## src/rtl/reduce_gate_sweeper_pkg.sv

```systemverilog
// Shared types for reduce_gate_sweeper: FSM state encoding, sweep function
// select codes and the helper that picks the selected reduction.
package reduce_gate_sweeper_pkg;

   typedef enum logic [1:0] {
      IDLE  = 2'd0,
      SWEEP = 2'd1,
      DONE  = 2'd2
   } state_t;

   typedef enum logic [1:0] {
      SEL_OR  = 2'd0,
      SEL_AND = 2'd1,
      SEL_XOR = 2'd2,
      SEL_NOR = 2'd3
   } sel_t;

   function automatic logic pick_fn(input sel_t s, input logic f_or, input logic f_and,
                                    input logic f_xor, input logic f_nor);
      logic r;
      case (s)
         SEL_OR:  r = f_or;
         SEL_AND: r = f_and;
         SEL_XOR: r = f_xor;
         default: r = f_nor;
      endcase
      return r;
   endfunction

endpackage

```

## src/rtl/reduce_gate_sweeper_core.sv

```systemverilog
// Combinational N-input OR/AND/XOR/NOR reduction.
// XOR is only built when REDUCE_XOR_EN is defined; otherwise xor_o is tied low.
module reduce_gate_core
   import reduce_gate_sweeper_pkg::*;
#(
   parameter int N = 4
) (
   input  logic [N-1:0] a_i,
   output logic         or_o,
   output logic         and_o,
   output logic         xor_o,
   output logic         nor_o
);

   assign or_o  = |a_i;
   assign and_o = &a_i;
   assign nor_o = ~|a_i;

`ifdef REDUCE_XOR_EN
   assign xor_o = ^a_i;
`else
   assign xor_o = 1'b0;
`endif

endmodule

```

## src/rtl/reduce_gate_sweeper.sv

```systemverilog
// N-input reduction gate with registered outputs and an exhaustive pattern sweeper
// that counts patterns where the selected function is 1. Macro: REDUCE_XOR_EN.
module reduce_gate_sweeper
   import reduce_gate_sweeper_pkg::*;
#(
   parameter int N    = 4,
   parameter int HOLD = 1
) (
   input  logic         clk,
   input  logic         rst,
   input  logic [N-1:0] ext_in,
   input  logic         start,
   input  logic [1:0]   sel,
   output logic         y_or,
   output logic         y_and,
   output logic         y_xor,
   output logic         y_nor,
   output logic [N-1:0] pattern,
   output logic         busy,
   output logic         done,
   output logic [N:0]   hit_count
);

   localparam int HW = (HOLD > 1) ? $clog2(HOLD) : 1;
   localparam logic [HW-1:0] HOLD_LAST = HW'(HOLD - 1);

   state_t          state_q, state_d;
   logic [N-1:0]    pattern_q, pattern_d;
   logic [HW-1:0]   hold_q, hold_d;
   sel_t            sel_q, sel_d;
   logic [N:0]      hit_q, hit_d;
   logic            y_or_q, y_and_q, y_xor_q, y_nor_q;

   logic [N-1:0]    src;
   logic            r_or, r_and, r_xor, r_nor;
   logic            f_sel;

   assign src = (state_q == SWEEP) ? pattern_q : ext_in;

   reduce_gate_core #(.N(N)) u_core (
      .a_i   (src),
      .or_o  (r_or),
      .and_o (r_and),
      .xor_o (r_xor),
      .nor_o (r_nor)
   );

   // In SWEEP the core sees pattern_q, so its outputs double as the hit test.
   assign f_sel = pick_fn(sel_q, r_or, r_and, r_xor, r_nor);

   always_comb begin
      state_d   = state_q;
      pattern_d = pattern_q;
      hold_d    = hold_q;
      sel_d     = sel_q;
      hit_d     = hit_q;
      case (state_q)
         IDLE: begin
            if (start) begin
               state_d   = SWEEP;
               sel_d     = sel_t'(sel);
               hit_d     = '0;
               pattern_d = '0;
               hold_d    = '0;
            end
         end
         SWEEP: begin
            if (hold_q == HOLD_LAST) begin
               if (f_sel) hit_d = hit_q + (N+1)'(1);
               hold_d = '0;
               if (pattern_q == '1) begin
                  state_d   = DONE;
                  pattern_d = '0;
               end else begin
                  pattern_d = pattern_q + N'(1);
               end
            end else begin
               hold_d = hold_q + HW'(1);
            end
         end
         DONE:    state_d = IDLE;
         default: state_d = IDLE;
      endcase
   end

   always_ff @(posedge clk) begin
      if (rst) begin
         state_q   <= IDLE;
         pattern_q <= '0;
         hold_q    <= '0;
         sel_q     <= SEL_OR;
         hit_q     <= '0;
         y_or_q    <= 1'b0;
         y_and_q   <= 1'b0;
         y_xor_q   <= 1'b0;
         y_nor_q   <= 1'b0;
      end else begin
         state_q   <= state_d;
         pattern_q <= pattern_d;
         hold_q    <= hold_d;
         sel_q     <= sel_d;
         hit_q     <= hit_d;
         y_or_q    <= r_or;
         y_and_q   <= r_and;
         y_xor_q   <= r_xor;
         y_nor_q   <= r_nor;
      end
   end

   assign y_or      = y_or_q;
   assign y_and     = y_and_q;
   assign y_xor     = y_xor_q;
   assign y_nor     = y_nor_q;
   assign pattern   = pattern_q;
   assign busy      = (state_q == SWEEP);
   assign done      = (state_q == DONE);
   assign hit_count = hit_q;

endmodule

```

## config.mk

```make
export PLATFORM = sky130hd
export DESIGN_NAME = reduce_gate_sweeper
export DESIGN_NICKNAME = d
export VERILOG_FILES = /design/src/rtl/reduce_gate_sweeper_pkg.sv /design/src/rtl/reduce_gate_sweeper_core.sv /design/src/rtl/reduce_gate_sweeper.sv
export SDC_FILE = /design/constraint.sdc
export NUM_CORES = 1
export LEC_CHECK = 0
export BUFFER_PORTS_ARGS = -buffer_cell sky130_fd_sc_hd__clkbuf_2
export CORE_UTILIZATION = 35
export CTS_CLUSTER_SIZE = 8
export DETAILED_ROUTE_END_ITERATION = 10
export GPL_ROUTABILITY_DRIVEN = 0
export GPL_TIMING_DRIVEN = 0
export REMOVE_ABC_BUFFERS = 1
export SYNTH_ARGS = -nofsm -noshare
export SYNTH_HDL_FRONTEND = slang
export SYNTH_HIERARCHICAL = 1
export SYNTH_SLANG_ARGS = --single-unit
export TNS_END_PERCENT = 50
```

## constraint.sdc

```tcl
create_clock -name clk -period 2.7 [get_ports clk]
set_clock_uncertainty 0.1 [all_clocks]
set_input_delay 0.27 -clock clk [delete_from_list [all_inputs] [get_ports clk]]
set_output_delay 0.27 -clock clk [all_outputs]
set_load 0.03 [all_outputs]
```

==> key figures, run 1 <==
Status
  • Outcome: finished, final reports clean

Pwr
  • Worst IR Drop VDD: 0.000416 V
  • Overall power of the completed layout: 0.507 mW
  • Leakage Power: 0.481 nW
  • Power density of the placed cells: 468 mW/mm^2

Setup path
  • Startpoint type of the worst setup path: register
  • Maximum fanout count along the critical path: 6
  • Endpoint type of the worst setup path: register
  • Crit path max-delay cell type: mux4_2
  • R2R Path Start: state_q[1]$_SDFFE_PP0P_
  • Reg-to-Reg End: hit_count[0]$_SDFFE_PP0P_
  • Worst path cell trace: nand2b_4, inv_2, nand2_1, nand2_1, or4_1, mux4_2, mux2_1, a22oi_1, nor2_1
  • Worst Path Arrival: 2.67 ns
  • Library cell appearing most often on the critical path: nand2_1
  • Crit-path leading delay family: multiplexers
  • Maximum cell stage delay along the critical path: 0.57 ns
  • Worst Reg-to-Reg Cells: 9
  • Kind of critical path: register to register
  • Required @ worst endpoint: 2.79 ns
  • Total buffers and inverters traversed by the critical path: 1
  • R2R Setup Slk: 0.12 ns

Clock tree
  • Clock slew seen by the registers of the worst setup and hold paths: 0.11 ns
  • Clock buffer depth: 2
  • CTS tree: done
  • Number of clock sinks: 17
  • Clock tree root buffer cell: clkbuf_4
  • TritonCTS Buffers: 3
  • H-tree depth: 1
  • Clock latency on the worst-skew pair: 0.30 ns

STA
  • Final setup viols: 0
  • Fin. Hold Viols: 0
  • RSZ-0062 raised after global routing: false
  • Slew Viols, Final: 0
  • Fin crit share: 95.4%
  • Period minus WS final: 2.58 ns
  • Achievable Freq: 388 MHz

GRT
  • Overflow left after global routing: 0
  • Global-route total usage across every layer: 15.8%
  • First-pass GRT wire length: 3.02 mm
  • Via count of the first global-routing pass: 667
  • Pin count of the biggest net entering global routing: 18
  • Initial antenna violation count: 0

Detailed routing
  • Initial DRC count: 9
  • Per-cell routed wire length: 12.2 um
  • Wire length after detailed routing: 1.94 mm
  • Number of iterations in the first detailed-routing pass: 4
  • Remaining number of nets flagged by the antenna check after routing: 0
  • Final routed DRC violation total: 0
  • Routed vias: 828
  • Post-DR vias/cell: 5.24

Floorplanning
  • DIE HEIGHT: 50.9 um
  • Overall die width: 50.9 um
  • Site Rows: 17
  • Std-Cell Core Area: 0.00223 sq mm
  • I/O pins: 24
  • Area enclosed by the die boundary: 0.00259 sq mm
  • Starting Density: 37.4%

Hold path
  • WHS Endpoint: sel_q[0]$_SDFFE_PP0P_
  • Class of the most critical hold timing path: input port to register
  • Hold path cells: 3
  • Beginning of the worst hold path: sel[0]

Synth
  • Number of synthesized flops with an enable pin: 0
  • Synth warn: 6
  • Top post-synthesis cells by area: dfxtp_1 (41%), nand2_1 (5.8%), nor2_1 (4.9%)
  • Fraction of synthesis flops using an asynchronous set or reset pin: 0%
  • Mean instance size in the synthesized netlist: 8.62 sq um
  • Dominant register cell in the synthesized netlist: dfxtp_1
  • Sequential-to-total area share from yosys stat: 40.7%
  • Syn Std Cell Area: 836 sq um
  • Cells after Synth: 97
  • Count of unique library cells instantiated by Yosys: 36
  • Top cell type's share of synthesized area: 40.7%
  • Cell taking the most area after synthesis: dfxtp_1
  • Synthesized flop and latch total: 17

Layout
  • Final-stage net count: 142
  • Area of all placed cells without fillers: 0.00108 sq mm
  • Share of post-route cells with drive strength above 1: 36.2%
  • Commonest cells after routing, fill and taps aside: clkbuf_2 (23), dfxtp_1 (15), nand2_1 (13)
  • Most common cell after layout, fill and taps aside: clkbuf_2
  • # diodes: 0
  • Area growth from synthesis to layout: 29.8%

Flow run
  • Count of max-cap constraint violations: 0

Placed design
  • Placed standard-cell area: 966 sq um
  • Sum of net half-perimeters after detailed placement: 1.28 mm
  • Buffers on Ports: 23
==> sequential cells by signal, indices dropped and copies added (netlist names) <==
register and flops:
y_nor 1, y_or 1, state_q 2, y_and 1, sel_q 2, hit_count 5
pattern 4, y_xor 1
==> worst reg2reg max path, cell delays in order (launching register included) <==
cell and delay (ns):
dfxtp_4 0.36, nand2b_4 0.15, inv_2 0.06, nand2_1 0.07
nand2_1 0.07, or4_1 0.56, mux4_2 0.57, mux2_1 0.34
a22oi_1 0.14, nor2_1 0.05
==> how the worst max path moves through the flow <==
stage	from	cells after the start	end	slack, ns
2_1_floorplan	state_q[1]$_SDFFE_PP0P_	9	hit_count[0]$_SDFFE_PP0P_	-0.07
6_report	state_q[1]$_SDFFE_PP0P_	9	hit_count[0]$_SDFFE_PP0P_	0.12
3_5_place_dp	state_q[0]$_SDFFE_PP0P_	8	hit_count[0]$_SDFFE_PP0P_	-0.32
4_1_cts	state_q[0]$_SDFFE_PP0P_	8	hit_count[0]$_SDFFE_PP0P_	0.02
3_3_place_gp	state_q[0]$_SDFFE_PP0P_	8	hit_count[1]$_SDFFE_PP0P_	-0.29
5_1_grt	state_q[0]$_SDFFE_PP0P_	9	hit_count[1]$_SDFFE_PP0P_	0.02
==> timing repair <==
action	4_1_cts	5_1_grt
endpoints found under the hold margin	0	0
pin swaps	0	1
setup endpoints to repair	5	4
hold buffers	0	0
resized for setup	5	1
gates cloned	0	1
buffers inserted	1	8
==> routing by layer <==
metal	global-route usage, %	vias to the layer above	wire (um)
li1	-	412	-
met1	19.4	393	926
met2	25.8	21	888
met3	5.36	2	102
met4	5.56	0	17
met5	0	-	0
==> area by class of cell <==
| type | instances | area [sq um] |
|---|---|---|
| clock buffers | 3 | 22.5 |
| well taps | 28 | 35.0 |
| fillers | 228 | 1150 |
| flip-flops and latches | 17 | 348 |
| repair buffers | 32 | 183 |
| clock inverters | 1 | 5.00 |
| inverters | 4 | 15.0 |
| multi-input cells | 73 | 477 |
==> Yosys cell counts (2+ instances only) <==
| library cell | instances |
|---|---|
| o21ai_0 | 2 |
| a21oi_1 | 5 |
| nand4_1 | 2 |
| and3_1 | 3 |
| mux2i_1 | 2 |
| o21ai_1 | 2 |
| nand2_1 | 13 |
| ha_1 | 2 |
| inv_2 | 3 |
| mux2_1 | 2 |
| dfxtp_1 | 17 |
| clkbuf_1 | 2 |
| a22oi_1 | 4 |
| a31oi_1 | 2 |
| nor2_1 | 11 |
| nor2b_1 | 5 |
==> kinds of logic (layout without fill, tap and decap cells) <==
group	count (synthesis)	count (layout)	synth area share [%]
fa+ha+maj	2	2	2.99
flops	17	17	40.7
compound gates	20	20	17.1
other cells	1	1	0.449
mux	5	5	7.78
simple gates	44	45	26.8
buf+inv	8	40	4.19
==> through the flow <==
| stage | setup WS, ns | util, % | setup TNS, ns | instances | hold slack (ns) |
|---|---|---|---|---|---|
| 5_1_grt | 0.0249 | 48.6 | 0 | 158 | 0.135 |
| 4_1_cts | 0.0205 | 45.4 | 0 | 149 | 0.112 |
| 3_5_place_dp | -0.325 | 43.2 | -1.26 | 144 | 0.393 |
| 6_report | 0.125 | 48.6 | 0 | 158 | 0.107 |
| 3_3_place_gp | -0.292 | 43.2 | -1.05 | 144 | 0.386 |
| 2_1_floorplan | -0.0704 | - | -0.157 | 93 | 0.239 |
==> power by group <==
part | total, mW | leakage [nW] | internal, mW | switching, mW
sequential | 0.268 | 0.140 | 0.258 | 0.00936
clock | 0.143 | 0.0177 | 0.0552 | 0.0877
combinational | 0.0966 | 0.323 | 0.0418 | 0.0547
total | 0.507 | 0.481 | 0.356 | 0.152
(Power assumes the default switching activity.)
==> inputs of run 2 (changes only) <==
==> constraint.sdc (replaced) <==
create_clock -name clk -period 2.5 [get_ports clk]
set_clock_uncertainty 0.1 [all_clocks]
set_input_delay 0.25 -clock clk [delete_from_list [all_inputs] [get_ports clk]]
set_output_delay 0.25 -clock clk [all_outputs]
set_load 0.03 [all_outputs]
==> key figures, run 2 (synthesized netlist as in run 1, its figures left out) <==
Status
  • Outcome: finished with violations
  • Violated checks: negative setup slack

Floorplanning
  • Area enclosed by the die boundary: 0.00259 sq mm (unchanged)
  • Std-Cell Core Area: 0.00223 sq mm (unchanged)
  • Site Rows: 17 (unchanged)
  • I/O pins: 24 (unchanged)
  • Overall die width: 50.9 um (unchanged)
  • Starting Density: 37.4% (unchanged)
  • DIE HEIGHT: 50.9 um (unchanged)

Detailed routing
  • Routed vias: 815 (-1.6%)
  • Per-cell routed wire length: 12.7 um (+3.6%)
  • Final routed DRC violation total: 0 (unchanged)
  • Post-DR vias/cell: 5.26 (+0.34%)
  • Wire length after detailed routing: 1.97 mm (+1.6%)
  • Initial DRC count: 6 (-3)
  • Remaining number of nets flagged by the antenna check after routing: 0 (unchanged)
  • Number of iterations in the first detailed-routing pass: 4 (unchanged)

Layout
  • Area growth from synthesis to layout: 32.6%
  • Area of all placed cells without fillers: 0.00111 sq mm (+2.2%)
  • Util after Layout: 49.6% (+1.1 points)
  • Most common cell after layout, fill and taps aside: clkbuf_2
  • # diodes: 0 (unchanged)
  • Commonest cells after routing, fill and taps aside: clkbuf_2 (23), dfxtp_1 (15), nor2_1 (11)
  • Flip-flop count of the largest register, all copies and words added: 5 (unchanged)
  • Final-stage net count: 139 (-2.1%)
  • Share of post-route cells with drive strength above 1: 42.5% (+6.4 points)
  • Non-filler cells, final: 155 (-1.9%)

STA
  • Fin crit share: 101% (+5.5 points)
  • Slew Viols, Final: 0 (unchanged)
  • Setup_tns: -0.0645 ns (-0.0645 ns)
  • Achievable Freq: 396 MHz (+2.1%)
  • Final setup viols: 3 (+3)
  • Worst Setup Slack, final: -0.0223 ns (-0.147 ns)
  • Fin. Hold Viols: 0 (unchanged)
  • Period minus WS final: 2.52 ns (-0.0531 ns)
  • RSZ-0062 raised after global routing: true

Pwr
  • Fraction of power spent switching nets: 30.3% (+0.35 points)
  • Worst IR Drop VDD: 0.000458 V (+10%)
  • Leakage Power: 0.484 nW (+0.80%)
  • Internal Pwr Total: 0.391 mW (+9.9%)
  • Part of the power in combinational logic: 20.9% (+1.9 points)
  • Part of the power in the clock network: 27.8% (-0.4 points)
  • Power dissipated by switching net loads: 0.170 mW (+12%)
  • Share of total power in sequential cells: 51.4% (-1.4 points)
  • Power density of the placed cells: 506 mW/mm^2 (+8.1%)
  • Overall power of the completed layout: 0.561 mW (+10%)

Setup path
  • Required @ worst endpoint: 2.59 ns (-0.20 ns)
  • Worst Path Arrival: 2.62 ns (-0.05 ns)
  • Maximum fanout count along the critical path: 6 (unchanged)
  • Startpoint type of the worst setup path: register
  • Endpoint type of the worst setup path: register
  • Kind of critical path: register to register

Clock tree
  • Clock buffer depth: 2 (unchanged)
  • H-tree depth: 1 (unchanged)
  • Clock slew seen by the registers of the worst setup and hold paths: 0.11 ns (about the same)
  • Clock tree root buffer cell: clkbuf_4
  • CTS tree: done
  • # hold bufs at CTS: 0 (unchanged)
  • Clock latency on the worst-skew pair: 0.30 ns (about the same)
  • TritonCTS Buffers: 3 (unchanged)
  • Number of clock sinks: 17 (unchanged)

Placed design
  • Placed standard-cell area: 966 sq um (unchanged)
  • Sum of net half-perimeters after detailed placement: 1.28 mm (unchanged)
  • Buffers on Ports: 23 (unchanged)
  • Inst Count DP: 144 (unchanged)

GRT
  • Via count of the first global-routing pass: 714 (+7.0%)
  • Pin count of the biggest net entering global routing: 18 (unchanged)
  • First-pass GRT wire length: 3.27 mm (+8.2%)
  • Initial antenna violation count: 0 (unchanged)
  • Global-route total usage across every layer: 17.1% (+1.3 points)
  • Overflow left after global routing: 0 (unchanged)

Flow run
  • Count of max-cap constraint violations: 0 (unchanged)

Hold path
  • Class of the most critical hold timing path: input port to register
[run 2: cell types whose count changed in the layout (fill, tap and decap cells not counted), moves of 2 or more]
cell / previous run / this run
mux2_4: 0 / 2
a22oi_2: 0 / 2
nand2_2: 0 / 3
buf_4: 9 / 5
a22oi_1: 4 / 2
mux2_1: 2 / 0
buf_6: 0 / 2
nand2_1: 13 / 10
[run 2: area by class of cell]
type                            count  area (sq um)
Fill cell                         225          1120
Multi-Input combinational cell     72           508
Sequential cell                    17           348
Timing Repair Buffer               30           175
Tap cell                           28          35.0
Clock buffer                        3          22.5
Inverter                            4          15.0
Clock inverter                      1          5.00
[run 2: final timing paths]
| check | startpoint | slack, ns | depth (start not counted) | endpoint |
|---|---|---|---|---|
| max | state_q[1]$_SDFFE_PP0P_ | -0.02 | 9 | hit_count[1]$_SDFFE_PP0P_ |
| min | sel[0] | 0.09 | 3 | sel_q[0]$_SDFFE_PP0P_ |
| max reg2reg | state_q[1]$_SDFFE_PP0P_ | -0.02 | 9 | hit_count[1]$_SDFFE_PP0P_ |
| min reg2reg | hit_count[4]$_SDFFE_PP0P_ | 0.41 | 2 | hit_count[4]$_SDFFE_PP0P_ |
[run 2: timing repair]
item | 4_1_cts | 5_1_grt
pin swaps | 3 | 3
buffers inserted | 7 | 0
resized for setup | 15 | 3
setup endpoints to repair | 5 | 5
[run 2: metrics by stage]
step	setup WS, ns	hold slack [ns]
2_1_floorplan	-0.270	0.219
3_3_place_gp	-0.492	0.386
3_5_place_dp	-0.525	0.393
4_1_cts	-0.0194	0.0916
5_1_grt	-0.119	0.116
6_report	-0.0223	0.0850
[run 2: routing by layer]
metal,track usage [%],wire [um],vias up
met5,0,0,-
met4,5.56,17,0
li1,-,-,407
met1,21.5,950,385
met2,27.8,896,21
met3,5.36,102,2
[run 2: power groups by stage]
| stage | Clock [mW] | Sequential (mW) | Combinational [mW] |
|---|---|---|---|
| after detailed placement | 0 | 0.298 | 0.0847 |
| after global placement | 0 | 0.297 | 0.0837 |
| after CTS | 0.160 | 0.288 | 0.114 |
| after floorplan | 0 | 0.309 | 0.0453 |
| final | 0.156 | 0.288 | 0.117 |
| after global routing | 0.168 | 0.289 | 0.127 |
[run 2: critical path, stage by stage, from the launching register on]
cell      delay (ns)
dfxtp_4         0.35
nand2b_4        0.16
buf_6           0.13
nand2_2         0.06
o21ai_2         0.05
or4_4           0.48
mux4_2          0.58
mux2_4          0.34
a22oi_2         0.11
nor2_1          0.05
